$ cat config.mk
export PLATFORM = sky130hd
export DESIGN_NAME = mac_accum_pipe_flat
export DESIGN_NICKNAME = d
export VERILOG_FILES = /design/src/rtl/mac_pkg.sv /design/src/rtl/mac_accum_pipe_if.sv /design/src/rtl/mac_sat_add.sv /design/src/rtl/mac_accum_pipe.sv /design/src/flat_wrapper.sv
export SDC_FILE = /design/constraint.sdc
export NUM_CORES = 1
export LEC_CHECK = 0
export ABC_AREA = 1
export CAP_MARGIN = 0
export CORE_MARGIN = 2
export CORE_UTILIZATION = 60
export DETAILED_ROUTE_END_ITERATION = 12
export GPL_TIMING_DRIVEN = 0
export PLACE_DENSITY = 0.89
export RECOVER_POWER = 25
export SYNTH_ARGS = -nofsm -noshare
export SYNTH_HDL_FRONTEND = slang
export SYNTH_SLANG_ARGS = --single-unit
$ cat constraint.sdc
create_clock -name clk -period 16.4 [get_ports clk]
set_clock_uncertainty 0.05 [all_clocks]
set_input_delay 1.64 -clock clk [delete_from_list [all_inputs] [get_ports clk]]
set_output_delay 1.64 -clock clk [all_outputs]
set_load 0.005 [all_outputs]
$ cat src/rtl/mac_pkg.sv
// Shared definitions for the multiply-accumulate pipeline:
// default widths, FSM state encoding and the latched per-operation config.
package mac_pkg;

    localparam int DATA_W = 8;
    localparam int ACC_W  = 24;
    localparam int LEN_W  = 8;

    typedef enum logic [1:0] {
        ST_IDLE  = 2'd0,
        ST_ACCUM = 2'd1,
        ST_DRAIN = 2'd2,
        ST_HOLD  = 2'd3
    } mac_state_e;

    // Mode bits captured with start and held for the whole dot product.
    typedef struct packed {
        logic sgn;
        logic sat;
    } mac_cfg_t;

endpackage

$ cat src/rtl/mac_accum_pipe_if.sv
// Command, operand-stream and result handshakes of mac_accum_pipe.
// master: drives start/len/mode, operands and out_ready.
// slave:  the MAC block; returns in_ready, out_valid, c, overflow, busy.
interface mac_accum_pipe_if #(
    parameter int DATA_W = mac_pkg::DATA_W,
    parameter int ACC_W  = mac_pkg::ACC_W,
    parameter int LEN_W  = mac_pkg::LEN_W
) ();

    logic              start;
    logic [LEN_W-1:0]  len;
    logic              signed_mode;
    logic              sat_en;

    logic              in_valid;
    logic              in_ready;
    logic [DATA_W-1:0] a;
    logic [DATA_W-1:0] b;

    logic              out_valid;
    logic              out_ready;
    logic [ACC_W-1:0]  c;
    logic              overflow;
    logic              busy;

    modport master (
        output start, len, signed_mode, sat_en,
        output in_valid, a, b, out_ready,
        input  in_ready, out_valid, c, overflow, busy
    );

    modport slave (
        input  start, len, signed_mode, sat_en,
        input  in_valid, a, b, out_ready,
        output in_ready, out_valid, c, overflow, busy
    );

endinterface

$ cat src/rtl/mac_sat_add.sv
// Accumulator adder with wrap or saturate behaviour.
// Ports: acc_i/add_i operands, signed_i signedness, sat_i clamp enable,
//        sum_o result, ovf_o set when the true sum left the W-bit range.
module mac_sat_add #(
    parameter int W = mac_pkg::ACC_W
) (
    input  logic [W-1:0] acc_i,
    input  logic [W-1:0] add_i,
    input  logic         signed_i,
    input  logic         sat_i,
    output logic [W-1:0] sum_o,
    output logic         ovf_o
);

    logic [W:0]   ext;
    logic [W-1:0] wrap;
    logic [W-1:0] limit;

    always_comb begin
        ext   = {1'b0, acc_i} + {1'b0, add_i};
        wrap  = ext[W-1:0];
        ovf_o = 1'b0;
        limit = '1;
        if (signed_i) begin
            // Signed overflow only when both inputs share a sign
            // and the result does not.
            ovf_o = (acc_i[W-1] == add_i[W-1]) &&
                    (wrap[W-1] != acc_i[W-1]);
            limit = acc_i[W-1] ? {1'b1, {(W-1){1'b0}}}
                               : {1'b0, {(W-1){1'b1}}};
        end else begin
            ovf_o = ext[W];
            limit = '1;
        end
        sum_o = (ovf_o && sat_i) ? limit : wrap;
    end

endmodule

$ cat src/rtl/mac_accum_pipe.sv
// Two-stage pipelined dot-product engine with wrap/saturate accumulation.
// Ports: clk, reset_n (async, active low), bus (slave side of
//        mac_accum_pipe_if: start/len/mode, a/b stream, c/overflow result).
module mac_accum_pipe #(
    parameter int DATA_W = mac_pkg::DATA_W,
    parameter int ACC_W  = mac_pkg::ACC_W,
    parameter int LEN_W  = mac_pkg::LEN_W
) (
    input  logic             clk,
    input  logic             reset_n,
    mac_accum_pipe_if.slave  bus
);

    import mac_pkg::*;

    mac_state_e        state_q, state_d;
    logic [LEN_W-1:0]  cnt_q, cnt_d;
    mac_cfg_t          cfg_q, cfg_d;
    logic [DATA_W-1:0] a_q, a_d;
    logic [DATA_W-1:0] b_q, b_d;
    logic              pvld_q, pvld_d;
    logic [ACC_W-1:0]  acc_q, acc_d;
    logic              ovf_q, ovf_d;
    logic              in_ready_q, in_ready_d;
    logic              out_valid_q, out_valid_d;
    logic              busy_q, busy_d;

    logic              xfer;
    logic [ACC_W-1:0]  opa;
    logic [ACC_W-1:0]  opb;
    logic [ACC_W-1:0]  prod;
    logic [ACC_W-1:0]  add_sum;
    logic              add_ovf;

    assign xfer = bus.in_valid && in_ready_q;

    // Operands are widened to ACC_W before the multiply; since the true
    // product always fits in ACC_W, the truncated result is exact in
    // both signednesses and already carries the right extension.
    always_comb begin
        if (cfg_q.sgn) begin
            opa = ACC_W'($signed(a_q));
            opb = ACC_W'($signed(b_q));
        end else begin
            opa = ACC_W'(a_q);
            opb = ACC_W'(b_q);
        end
        prod = opa * opb;
    end

    mac_sat_add #(
        .W (ACC_W)
    ) u_add (
        .acc_i    (acc_q),
        .add_i    (prod),
        .signed_i (cfg_q.sgn),
        .sat_i    (cfg_q.sat),
        .sum_o    (add_sum),
        .ovf_o    (add_ovf)
    );

    always_comb begin
        state_d     = state_q;
        cnt_d       = cnt_q;
        cfg_d       = cfg_q;
        a_d         = a_q;
        b_d         = b_q;
        pvld_d      = xfer;
        acc_d       = acc_q;
        ovf_d       = ovf_q;
        in_ready_d  = in_ready_q;
        out_valid_d = out_valid_q;
        busy_d      = busy_q;

        // Stage 1: capture the pair only on an accepted transfer.
        if (xfer) begin
            a_d = bus.a;
            b_d = bus.b;
        end

        // Stage 2: fold the registered product into the accumulator.
        if (pvld_q) begin
            acc_d = add_sum;
            ovf_d = ovf_q | add_ovf;
        end

        unique case (state_q)
            ST_IDLE: begin
                if (bus.start && (bus.len != '0)) begin
                    state_d    = ST_ACCUM;
                    cnt_d      = bus.len;
                    cfg_d.sgn  = bus.signed_mode;
                    cfg_d.sat  = bus.sat_en;
                    acc_d      = '0;
                    ovf_d      = 1'b0;
                    in_ready_d = 1'b1;
                    busy_d     = 1'b1;
                end
            end
            ST_ACCUM: begin
                if (xfer) begin
                    cnt_d = cnt_q - LEN_W'(1);
                    if (cnt_q == LEN_W'(1)) begin
                        state_d    = ST_DRAIN;
                        in_ready_d = 1'b0;
                    end
                end
            end
            ST_DRAIN: begin
                // Once stage 1 is empty, the last product has landed.
                if (!pvld_q) begin
                    state_d     = ST_HOLD;
                    out_valid_d = 1'b1;
                end
            end
            ST_HOLD: begin
                if (bus.out_ready) begin
                    state_d     = ST_IDLE;
                    out_valid_d = 1'b0;
                    busy_d      = 1'b0;
                end
            end
            default: begin
                state_d = ST_IDLE;
            end
        endcase
    end

    always_ff @(posedge clk or negedge reset_n) begin
        if (!reset_n) begin
            state_q     <= ST_IDLE;
            cnt_q       <= '0;
            cfg_q       <= '0;
            a_q         <= '0;
            b_q         <= '0;
            pvld_q      <= 1'b0;
            acc_q       <= '0;
            ovf_q       <= 1'b0;
            in_ready_q  <= 1'b0;
            out_valid_q <= 1'b0;
            busy_q      <= 1'b0;
        end else begin
            state_q     <= state_d;
            cnt_q       <= cnt_d;
            cfg_q       <= cfg_d;
            a_q         <= a_d;
            b_q         <= b_d;
            pvld_q      <= pvld_d;
            acc_q       <= acc_d;
            ovf_q       <= ovf_d;
            in_ready_q  <= in_ready_d;
            out_valid_q <= out_valid_d;
            busy_q      <= busy_d;
        end
    end

    assign bus.in_ready  = in_ready_q;
    assign bus.out_valid = out_valid_q;
    assign bus.c         = acc_q;
    assign bus.overflow  = ovf_q;
    assign bus.busy      = busy_q;

endmodule

$ cat src/flat_wrapper.sv
// flat-port wrapper written by rule: the top's interface ports become plain ports
module mac_accum_pipe_flat import mac_pkg::*;
#(
    parameter int DATA_W = mac_pkg::DATA_W,
    parameter int ACC_W  = mac_pkg::ACC_W,
    parameter int LEN_W  = mac_pkg::LEN_W
)
  (clk, reset_n, bus_start, bus_len, bus_signed_mode, bus_sat_en, bus_in_valid, bus_a, bus_b, bus_out_ready, bus_in_ready, bus_out_valid, bus_c, bus_overflow, bus_busy);
  mac_accum_pipe_if #(.DATA_W(DATA_W), .ACC_W(ACC_W), .LEN_W(LEN_W)) bus_i ();
  input  logic clk;
  input  logic reset_n;
  input wire logic [$bits(bus_i.start)-1:0] bus_start;
  input wire logic [$bits(bus_i.len)-1:0] bus_len;
  input wire logic [$bits(bus_i.signed_mode)-1:0] bus_signed_mode;
  input wire logic [$bits(bus_i.sat_en)-1:0] bus_sat_en;
  input wire logic [$bits(bus_i.in_valid)-1:0] bus_in_valid;
  input wire logic [$bits(bus_i.a)-1:0] bus_a;
  input wire logic [$bits(bus_i.b)-1:0] bus_b;
  input wire logic [$bits(bus_i.out_ready)-1:0] bus_out_ready;
  output wire logic [$bits(bus_i.in_ready)-1:0] bus_in_ready;
  output wire logic [$bits(bus_i.out_valid)-1:0] bus_out_valid;
  output wire logic [$bits(bus_i.c)-1:0] bus_c;
  output wire logic [$bits(bus_i.overflow)-1:0] bus_overflow;
  output wire logic [$bits(bus_i.busy)-1:0] bus_busy;
  assign bus_i.start = bus_start;
  assign bus_i.len = bus_len;
  assign bus_i.signed_mode = bus_signed_mode;
  assign bus_i.sat_en = bus_sat_en;
  assign bus_i.in_valid = bus_in_valid;
  assign bus_i.a = bus_a;
  assign bus_i.b = bus_b;
  assign bus_i.out_ready = bus_out_ready;
  assign bus_in_ready = bus_i.in_ready;
  assign bus_out_valid = bus_i.out_valid;
  assign bus_c = bus_i.c;
  assign bus_overflow = bus_i.overflow;
  assign bus_busy = bus_i.busy;
  mac_accum_pipe #(.DATA_W(DATA_W), .ACC_W(ACC_W), .LEN_W(LEN_W)) u_core (.clk(clk), .reset_n(reset_n), .bus(bus_i));
endmodule
Word-level counts from Yosys, hierarchy flattened --
Cells that the tools add are included.
Storage, ports and cells: bits in registers 57, input bits 31, output and inout bits 28
Operators by class: $add $sub $neg 2, multiply operators 1, equal/unequal tests 11, muxes and demuxes 29, bitwise logic cells 1, reductions and logical operators 15
Operator list (count):
- two-way mux 24 bit | 8
- adder 24 x 24 -> 25 bit | 1
- multiplier 24 x 24 -> 24 bit | 1
- two-way mux 8 bit | 2
- one-hot mux 8 bit (2 select lines) | 1
- two-way mux 2 bit | 5
- two-way mux 1 bit | 9
- AND reduction 3 bit | 3
- equality test 8 x 1 -> 1 bit, second input constant | 1
- one-hot mux 2 bit (4 select lines) | 1
- nonzero test 8 bit | 1
- subtractor 8 x 1 -> 8 bit, second input constant | 1
- != test 2 x 1 -> 1 bit, second input constant | 3
- one-hot mux 1 bit (2 select lines) | 3
- nonzero test 2 bit | 3
- AND reduction 5 bit | 1
- equality test 2 bit, second input constant | 2
- logical AND 1 bit | 4
- != test 2 bit, second input constant | 2
- AND reduction 4 bit | 1
- equality test 2 x 1 -> 1 bit, second input constant | 1
- logical NOT 2 bit | 1
- AND reduction 2 bit | 1
- equality test 1 bit | 1
- other kinds (2) | 2

Depth between registers and ports, before layout --
Gate-level depths: netlist (run 1).
depth after elaboration 11, gate-level depth with buffers 46

Cells and area by module --
From an unflattened synthesis (run 1), not the netlist that was laid out.
Unflattened totals: cells, all modules 1529, area, all modules 11058.1 um^2
By module, submodules not included:
- mac_accum_pipe | times used 1, cells each 1210, area each 9297.7 um^2, sequential area each 1426.4 um^2
- mac_sat_add | times used 1, cells each 319, area each 1760.4 um^2, sequential area each 0.0 um^2

Worst setup path after synthesis (run 1) --
No wires, ideal clock.
path type register to register, start register u_core.cfg_q[1] in the netlist's numbering, end register u_core.acc_q[14], in the netlist u_core.bus.c[14], setup time 0.113 ns, arrival time 7.822 ns, data required time 16.237 ns, path slack 8.416 ns, cell stages (with the launch flop) 40, path through dfrtp_1 > inv_1 > clkbuf_1 > nor2_1 > inv_1 > fa_1 > fa_1 > inv_1 > fa_1 > inv_1 > fa_1 > inv_1 > fa_1 > inv_1 > fa_1 > fa_1 > inv_1 > ha_1 > [... 4 more ...] > nand3_1 > xor2_1 > ha_1 > nand2_1 > inv_1 > nand2_1 > nand2_1 > a21oi_1 > nand3_1 > nand2_1 > nand3_2 > nand2_4 > nand3_4 > buf_12 > nand2_2 > nand3_1 > nand2_1 > inv_1
On the way: word-level cells in the longest chain between the ends 11, elaborated cells on any way between the ends 14, classes of those cells add/sub: 1; mul: 1; eq/ne: 2; mux: 8; reduce/logical: 2
Ends and longest elaborated chain:
- from (decl) | RTL line mac_accum_pipe.sv:18 | mac_cfg_t cfg_q, cfg_d;
- from (signal assigned) | RTL line mac_accum_pipe.sv:145 | cfg_q <= cfg_d;
- two-way mux 24 bit | RTL line mac_accum_pipe.sv:41 | if (cfg_q.sgn) begin
- multiplier 24 x 24 -> 24 bit | RTL line mac_accum_pipe.sv:48 | prod = opa * opb;
- adder 24 x 24 -> 25 bit | RTL line mac_sat_add.sv:20 | ext = {1'b0, acc_i} + {1'b0, add_i};
- != test 1 bit | RTL line mac_sat_add.sv:28 | (wrap[W-1] != acc_i[W-1]);
- logical AND 1 bit | RTL line mac_sat_add.sv:27 | ovf_o = (acc_i[W-1] == add_i[W-1]) &&
- two-way mux 1 bit | RTL line mac_sat_add.sv:24 | if (signed_i) begin
- logical AND 1 bit | RTL line mac_sat_add.sv:35 | sum_o = (ovf_o && sat_i) ? limit : wrap;
- two-way mux 24 bit (*) | RTL line mac_sat_add.sv:35
- two-way mux 24 bit (*) | RTL line mac_accum_pipe.sv:82 | if (pvld_q) begin
- two-way mux 24 bit | RTL line mac_accum_pipe.sv:89 | if (bus.start && (bus.len != '0)) begin
- two-way mux 24 bit (*) | RTL line mac_accum_pipe.sv:87 | unique case (state_q)
- named net u_core.acc_d[14] | RTL line mac_accum_pipe.sv:22 | logic [ACC_W-1:0] acc_q, acc_d;
- to (signal assigned) | RTL line mac_accum_pipe.sv:137 | acc_q <= '0;
- to (signal assigned) | RTL line mac_accum_pipe.sv:149 | acc_q <= acc_d;
- to (decl) | RTL line mac_accum_pipe.sv:22
Mark *: on every way through the listed nets, which the timed path passes. The rest lies on a longest branch. A chain may end at the register's enable or synchronous reset.

Final worst setup path (run 1) --
start register u_core.cfg_q[1] in the netlist's numbering, end register u_core.acc_q[16], in the netlist u_core.bus.c[16]
The elaborated chain is that of the path after synthesis.

==> summary.md, run 1 <==
| Metric | Value |
|---|---|
| Sequential fraction of the synthesis area | `between 10% and 20%` |
| CP max stage cell | `fa_1` |
| Crit Path Category | `flop to flop` |
| Multiplexer share of the synthesized area | `0%` |
| DRC errors left | `0` |
| Post-CTS Setup Bufs | `0` |
| Simple-gate share of the synthesized area | `between 15 and 20%` |
| Initial core utilization | `between 60% and 70%` |
| Num ports | `59` |
| Post-synthesis compound-gate area fraction | `around 8.3%` |
| Violated checks | `capacitance limit, slew limit` |
| YS warnings | `0` |
| Synth Area per Inst | `roughly 7.7 sq um` |
| DPL Wire Length | `between 20000 and 25000 um` |
| Post-Place Cells | `about 1.7k` |
| Worst slew margin | `-19.6%` |
| Fmax | `between 100 and 150 MHz` |
| Initial antenna violation count | `1` |
| Ant diodes | `0` |
| Max-slew violation count | `60` |
| Cell repeated most along the worst path | `inv_1` |
| Reg-to-reg critical path startpoint | `u_core.cfg_q[1]` |
| CP required | `between 15000 and 20000 ps` |
| Cells resized by post-CTS repair | `0` |
| Die Height | `around 140 um` |
| RSZ-0062 raised after global routing | `no` |
| Synth Area in XOR/XNOR | `4.86%` |
| CP peak stage delay | `850 ps` |
| Vias in the first global route | `9062` |
| Final nets | `around 1.7k` |
| Distinct cells, synth | `50` |
| Largest family of logic cells by synthesized area | `adder cells` |
| CTS Hold Bufs | `0` |
| Setup_tns | `0 ps` |
| Clock latency at the later pin of the worst-skew pair | `between 300 and 400 ps` |
| Die X | `between 100 and 150 um` |
| Slew @ Worst Pin | `1790 ps` |
| Class of the worst hold path | `flop to flop` |
| Num rows | `48` |
| CP arrival | `between 9000 and 10000 ps` |
| ANT nets after route | `0` |
| Clock tree buffer depth | `2` |
| Initial DRT Pass Iterations | `5` |
| Synth Area in Adders | `40.4%` |
| Period utilization | `57.8%` |
| Synth top area share | `between 20% and 30%` |
| I/O Buffers | `58` |
| Crit-path max FO | `10` |
| Area grow syn2layout | `11.2%` |
| Largest delay share family, worst path | `adder cells` |
| Wire per inst | `roughly 15 um` |
| Largest net degree at the start of global routing | `32` |
| Worst R2R Path Depth | `39` |
| Synthesized area | `around 11000 sq um` |
| Gate count after technology mapping | `~1.4k` |
| Period minus WS final | `about 9500 ps` |
| Global-route wire length before repair | `43000 um` |
| Critical Path Start | `u_core.cfg_q[1]` |
| Outcome | `finished, violations left` |
| H-tree depth | `3` |
| Post-synthesis register bit count | `57` |
| Clock slew seen by the registers of the worst setup and hold paths | `60 ps` |
| Routed Wire Length | `25500 um` |
| CTS tree | `built` |
| Die Area | `18800 sq um` |
| Final Cell Area | `11800 sq um` |
| Worst slack at placement | `just over 7000 ps` |
| Endpoint class of the critical path | `flop` |
| Final-report hold violation count | `0` |
| Crit path to | `u_core.bus.c[16]` |
| Worst R2R Setup Slack | `around 6900 ps` |
| Startpoint types | `flop` |
| Syn nets | `between 1.5k and 2k` |
| Terminus of the critical flop-to-flop path | `u_core.bus.c[16]` |
| Gr usage total | `just under 30%` |
| Synth area leader | `fa_1` |
| WP buf/inv | `12` |
| Vias per cell | `roughly 5.3` |
| Max Cap Viol | `2` |
| Final setup violation count | `0` |
| Root buffer cell | `clkbuf_16` |
| GRT overflow | `0` |
| Layout cells sized above 1 | `roughly 4.5%` |
| Area contributors post-synth | `fa_1 26%, ha_1 14%, dfrtp_1 13%, inv_1 13%, nand2_1 9.5%` |
| Placer Congestion | `0.935` |
| Area of the core | `17300 sq um` |
| DP Area | `11500 sq um` |
| Stages on worst setup path | `39` |
| CTS sink count | `57` |
| DR vias | `8963` |
| CTS Buf Count | `9` |
| Fin cells | `~1.7k` |
| DR iter-0 viols | `611` |
| Fin worst setup slack | `6920 ps` |
[cell families (layout without fill, tap and decap cells)]
logic type / count (synthesis) / in the layout
AO/OA/AOI/OAI: 156 / 156
buffers and inverters: 407 / 482
AND/OR/NAND/NOR: 442 / 442
flip-flops: 57 / 57
XOR/XNOR: 58 / 58
adder cells (fa/ha/maj): 259 / 259
[metrics by stage]
stage	hold WS [ps]	utilization, %
2_1_floorplan	417	-
3_3_place_gp	435	66.4
3_5_place_dp	445	66.4
4_1_cts	462	68.3
5_1_grt	472	68.2
6_report	463	68.2
[placed cells by master (no fill, tap or decap), types with 3 or more instances in the layout]
| master | synthesis | routed |
|---|---|---|
| inv_1 | 370 | 370 |
| nand2_1 | 268 | 268 |
| fa_1 | 140 | 140 |
| ha_1 | 119 | 119 |
| nor2_1 | 69 | 69 |
| o21ai_0 | 63 | 63 |
| a21oi_1 | 58 | 58 |
| clkdlybuf4s50_1 | 0 | 57 |
| dfrtp_1 | 57 | 57 |
| nand3_1 | 45 | 45 |
| xor2_1 | 34 | 34 |
| clkbuf_1 | 23 | 25 |
| xnor2_1 | 23 | 23 |
| nand2_2 | 18 | 18 |
| nand4_1 | 11 | 11 |
| a21o_1 | 9 | 9 |
| clkbuf_16 | 0 | 9 |
| nor3_1 | 8 | 8 |
| nand3_2 | 5 | 5 |
| buf_2 | 4 | 4 |
| nor4_1 | 4 | 4 |
| o21bai_1 | 3 | 3 |
| o31ai_1 | 3 | 3 |
| o21a_1 | 3 | 3 |
| a21oi_2 | 3 | 3 |
[final cells by class]
class	count	area [sq um]
sequential	57	1430
fill	1385	5490
multi-input combinational	915	7610
clock inverter	6	88.8
tap	225	282
buffer	33	171
inverter	374	1400
clock buffer	10	239
timing repair buffer	59	578
[cells in the mapped netlist (all sizes together)]
library cell  count
o21ai            65
and2              1
a21boi            2
nor2             73
ha              119
nand4            13
o211ai            2
clkbuf           23
o31ai             3
a22oi             1
nor3b             2
a22o              1
clkinv            2
a31oi             2
a211oi            2
dfrtp            57
nand3            51
buf              10
nor4              4
or2               2
xnor2            23
inv             372
nor3              8
fa              140
o21a              3
o221ai            1
o21bai            4
a21oi            61
a21o              9
nand2           288
xor2             35
[state kept, by name, indices dropped and copies added, names as in the netlist]
name                  count
u_core.a_q                8
u_core.b_q                8
u_core.bus.busy           1
u_core.bus.c             24
u_core.bus.in_ready       1
u_core.bus.out_valid      1
u_core.bus.overflow       1
u_core.cfg_q              2
u_core.cnt_q              8
u_core.pvld_q             1
u_core.state_q            2
[how the worst min path moves through the flow]
stage,endpoint,depth (start not counted),slack (ps),from
global placement,u_core.bus.busy,1,440,u_core.bus.busy
CTS,u_core.cnt_q[5],1,460,u_core.cnt_q[5]
detailed placement,u_core.cnt_q[5],1,450,u_core.cnt_q[5]
finish,u_core.bus.busy,1,460,u_core.bus.busy
global route,u_core.cnt_q[5],1,470,u_core.cnt_q[5]
floorplan,u_core.cnt_q[5],1,420,u_core.cnt_q[5]
[per-layer routing]
metal	track usage (%)	vias up	routed length [um]
met4	12.5	2	833
met3	4.52	76	1640
met1	38.6	4258	10900
met2	48.1	343	12100
li1	-	4284	-
met5	0	-	13
Power of run 1 is left out: the tool's default activity adds up to more than one toggle a clock period on the data nets, which glitch-free logic cannot reach.
==> run 2, diff against run 1 <==
clock period = 9.19 ns   (was 16.4 ns; I/O delays follow)
==> summary.md, run 2 (same netlist as run 1, synthesis figures left out) <==
| Metric | Value |
|---|---|
| ANT nets after route | `0 (unchanged)` |
| Die X | `137 um (unchanged)` |
| Endpoint class of the critical path | `flop` |
| Gr usage total | `29.3% (about the same)` |
| Max reg flops | `24 (unchanged)` |
| WP buf/inv | `10 (-2)` |
| Die Area | `18800 sq um (unchanged)` |
| CP arrival | `9030 ps (-640 ps)` |
| Vias in the first global route | `9062 (unchanged)` |
| Crit-path max FO | `10 (unchanged)` |
| Initial antenna violation count | `1 (unchanged)` |
| Fin cells | `1686 (+0.42%)` |
| Clock latency at the later pin of the worst-skew pair | `350 ps (about the same)` |
| Multi-input gate area | `7650 sq um (+0.46%)` |
| Routed Wire Length | `25600 um (+0.34%)` |
| Placer Congestion | `0.935 (unchanged)` |
| Die Height | `137 um (unchanged)` |
| Clock slew seen by the registers of the worst setup and hold paths | `60 ps (about the same)` |
| Num ports | `59 (unchanged)` |
| CP peak stage delay | `610 ps (-240 ps)` |
| Post-Place Cells | `1663 (unchanged)` |
| Max Cap Viol | `2 (unchanged)` |
| Area of the core | `17300 sq um (unchanged)` |
| Largest net degree at the start of global routing | `32 (unchanged)` |
| Num rows | `48 (unchanged)` |
| Period utilization | `96.1% (+38 points)` |
| Most common cell after layout, fill and taps aside | `inv_1` |
| CP required | `9390 ps (-7200 ps)` |
| CTS sink count | `57 (unchanged)` |
| DPL Wire Length | `21200 um (unchanged)` |
| GRT overflow | `0 (unchanged)` |
| Final nets | `1746 (+0.40%)` |
| Fin worst setup slack | `357 ps (-6570 ps)` |
| Period minus WS final | `8830 ps (-642 ps)` |
| DRC errors left | `0 (unchanged)` |
| CTS Buf Count | `9 (unchanged)` |
| Worst slack at placement | `-132 ps (-7210 ps)` |
| Outcome | `finished, violations left` |
| Global-route wire length before repair | `43000 um (about the same)` |
| Clock tree buffer depth | `2 (unchanged)` |
| Fillers | `1364 (-1.5%)` |
| Initial core utilization | `61.4% (unchanged)` |
| Initial DRT Pass Iterations | `5 (unchanged)` |
| CTS tree | `built` |
| Ant diodes | `0 (unchanged)` |
| Final-report hold violation count | `0 (unchanged)` |
| Area grow syn2layout | `12.1%` |
| Startpoint types | `flop` |
| Violated checks | `capacitance limit, slew limit` |
| CP max stage cell | `fa_1` |
| Commonest cells after routing, fill and taps aside | `369 x inv_1, 268 x nand2_1, 139 x fa_1` |
| Slew @ Worst Pin | `1790 ps (-6.71 ps)` |
| Crit Path Category | `flop to flop` |
| DR iter-0 viols | `641 (+4.9%)` |
| Class of the worst hold path | `flop to flop` |
| DR vias | `8935 (-0.31%)` |
| H-tree depth | `3 (unchanged)` |
| Vias per cell | `5.30 (-0.73%)` |
| I/O Buffers | `58 (unchanged)` |
| Final setup violation count | `0 (unchanged)` |
| Worst slew margin | `-19.1% (+0.45 points)` |
| Hold slack | `462 ps (-1.13 ps)` |
| Wire per inst | `15.2 um (about the same)` |
| Storage cell area | `1430 sq um (about the same)` |
| CTS Hold Bufs | `0 (unchanged)` |
| Cell repeated most along the worst path | `inv_1` |
| Max-slew violation count | `60 (unchanged)` |
| Layout cells sized above 1 | `5.82% (+1.3 points)` |
| Largest delay share family, worst path | `adder cells` |
| Root buffer cell | `clkbuf_16` |
| Fmax | `113 MHz (+7.3%)` |
-- run 2: cell types whose count changed in the layout (fill, tap and decap cells not counted), sizes merged --
cell / change
clkbuf: -3
clkinvlp: +1
inv: -1
buf: +10
-- run 2: worst register-to-register path: cells and delay by family, from the launching register on --
kind / cells / cell delay [ps]
compound gates: 4 / 1020
buf+inv: 10 / 1110
simple gates: 10 / 1600
flops: 1 / 420
xor+xnor: 1 / 170
fa+ha+maj: 9 / 4370
-- run 2: cell type report --
type | instances | area share, %
flip-flops and latches | 57 | 12.0
inverters | 374 | 11.8
clock buffers | 10 | 2.01
multi-input cells | 915 | 64.3
plain buffers | 31 | 1.39
clock inverters | 6 | 0.746
well taps | 225 | 2.36
repair buffers | 68 | 5.42
-- run 2: timing repair --
action	CTS	global route
setup buffers	0	9
resized for setup	3	12
setup endpoints to repair	24	25
pin swaps	0	1
-- run 2: stage by stage --
| step | util (%) | instance area (sq um) | setup TNS, ps |
|---|---|---|---|
| 2_1_floorplan | - | 10600 | 0 |
| 3_3_place_gp | 66.4 | 11500 | -191 |
| 3_5_place_dp | 66.4 | 11500 | -2510 |
| 4_1_cts | 68.4 | 11800 | 0 |
| 5_1_grt | 68.8 | 11900 | -432 |
| 6_report | 68.8 | 11900 | 0 |
-- run 2: worst paths after layout --
check,endpoint,start,cells past startpoint,slack (ps)
worst max-delay path,u_core.bus.c[21],u_core.cfg_q[1],34,360
worst min-delay path,u_core.bus.busy,u_core.bus.busy,1,460
worst max register to register,u_core.bus.c[21],u_core.cfg_q[1],34,360
worst min register to register,u_core.bus.busy,u_core.bus.busy,1,460
max in group asynchronous,u_core.b_q[6],reset_n,2,5710
min in group asynchronous,u_core.bus.c[21],reset_n,1,970
-- run 2: metal layers --
layer / GRT usage [%] / vias to the layer above / wire length (um)
met5: 0 / - / 13
met4: 12.5 / 2 / 838
met3: 4.52 / 72 / 1770
met2: 48.1 / 343 / 12300
met1: 38.6 / 4228 / 10700
li1: - / 4290 / -
Power of run 2 is left out for the same reason.
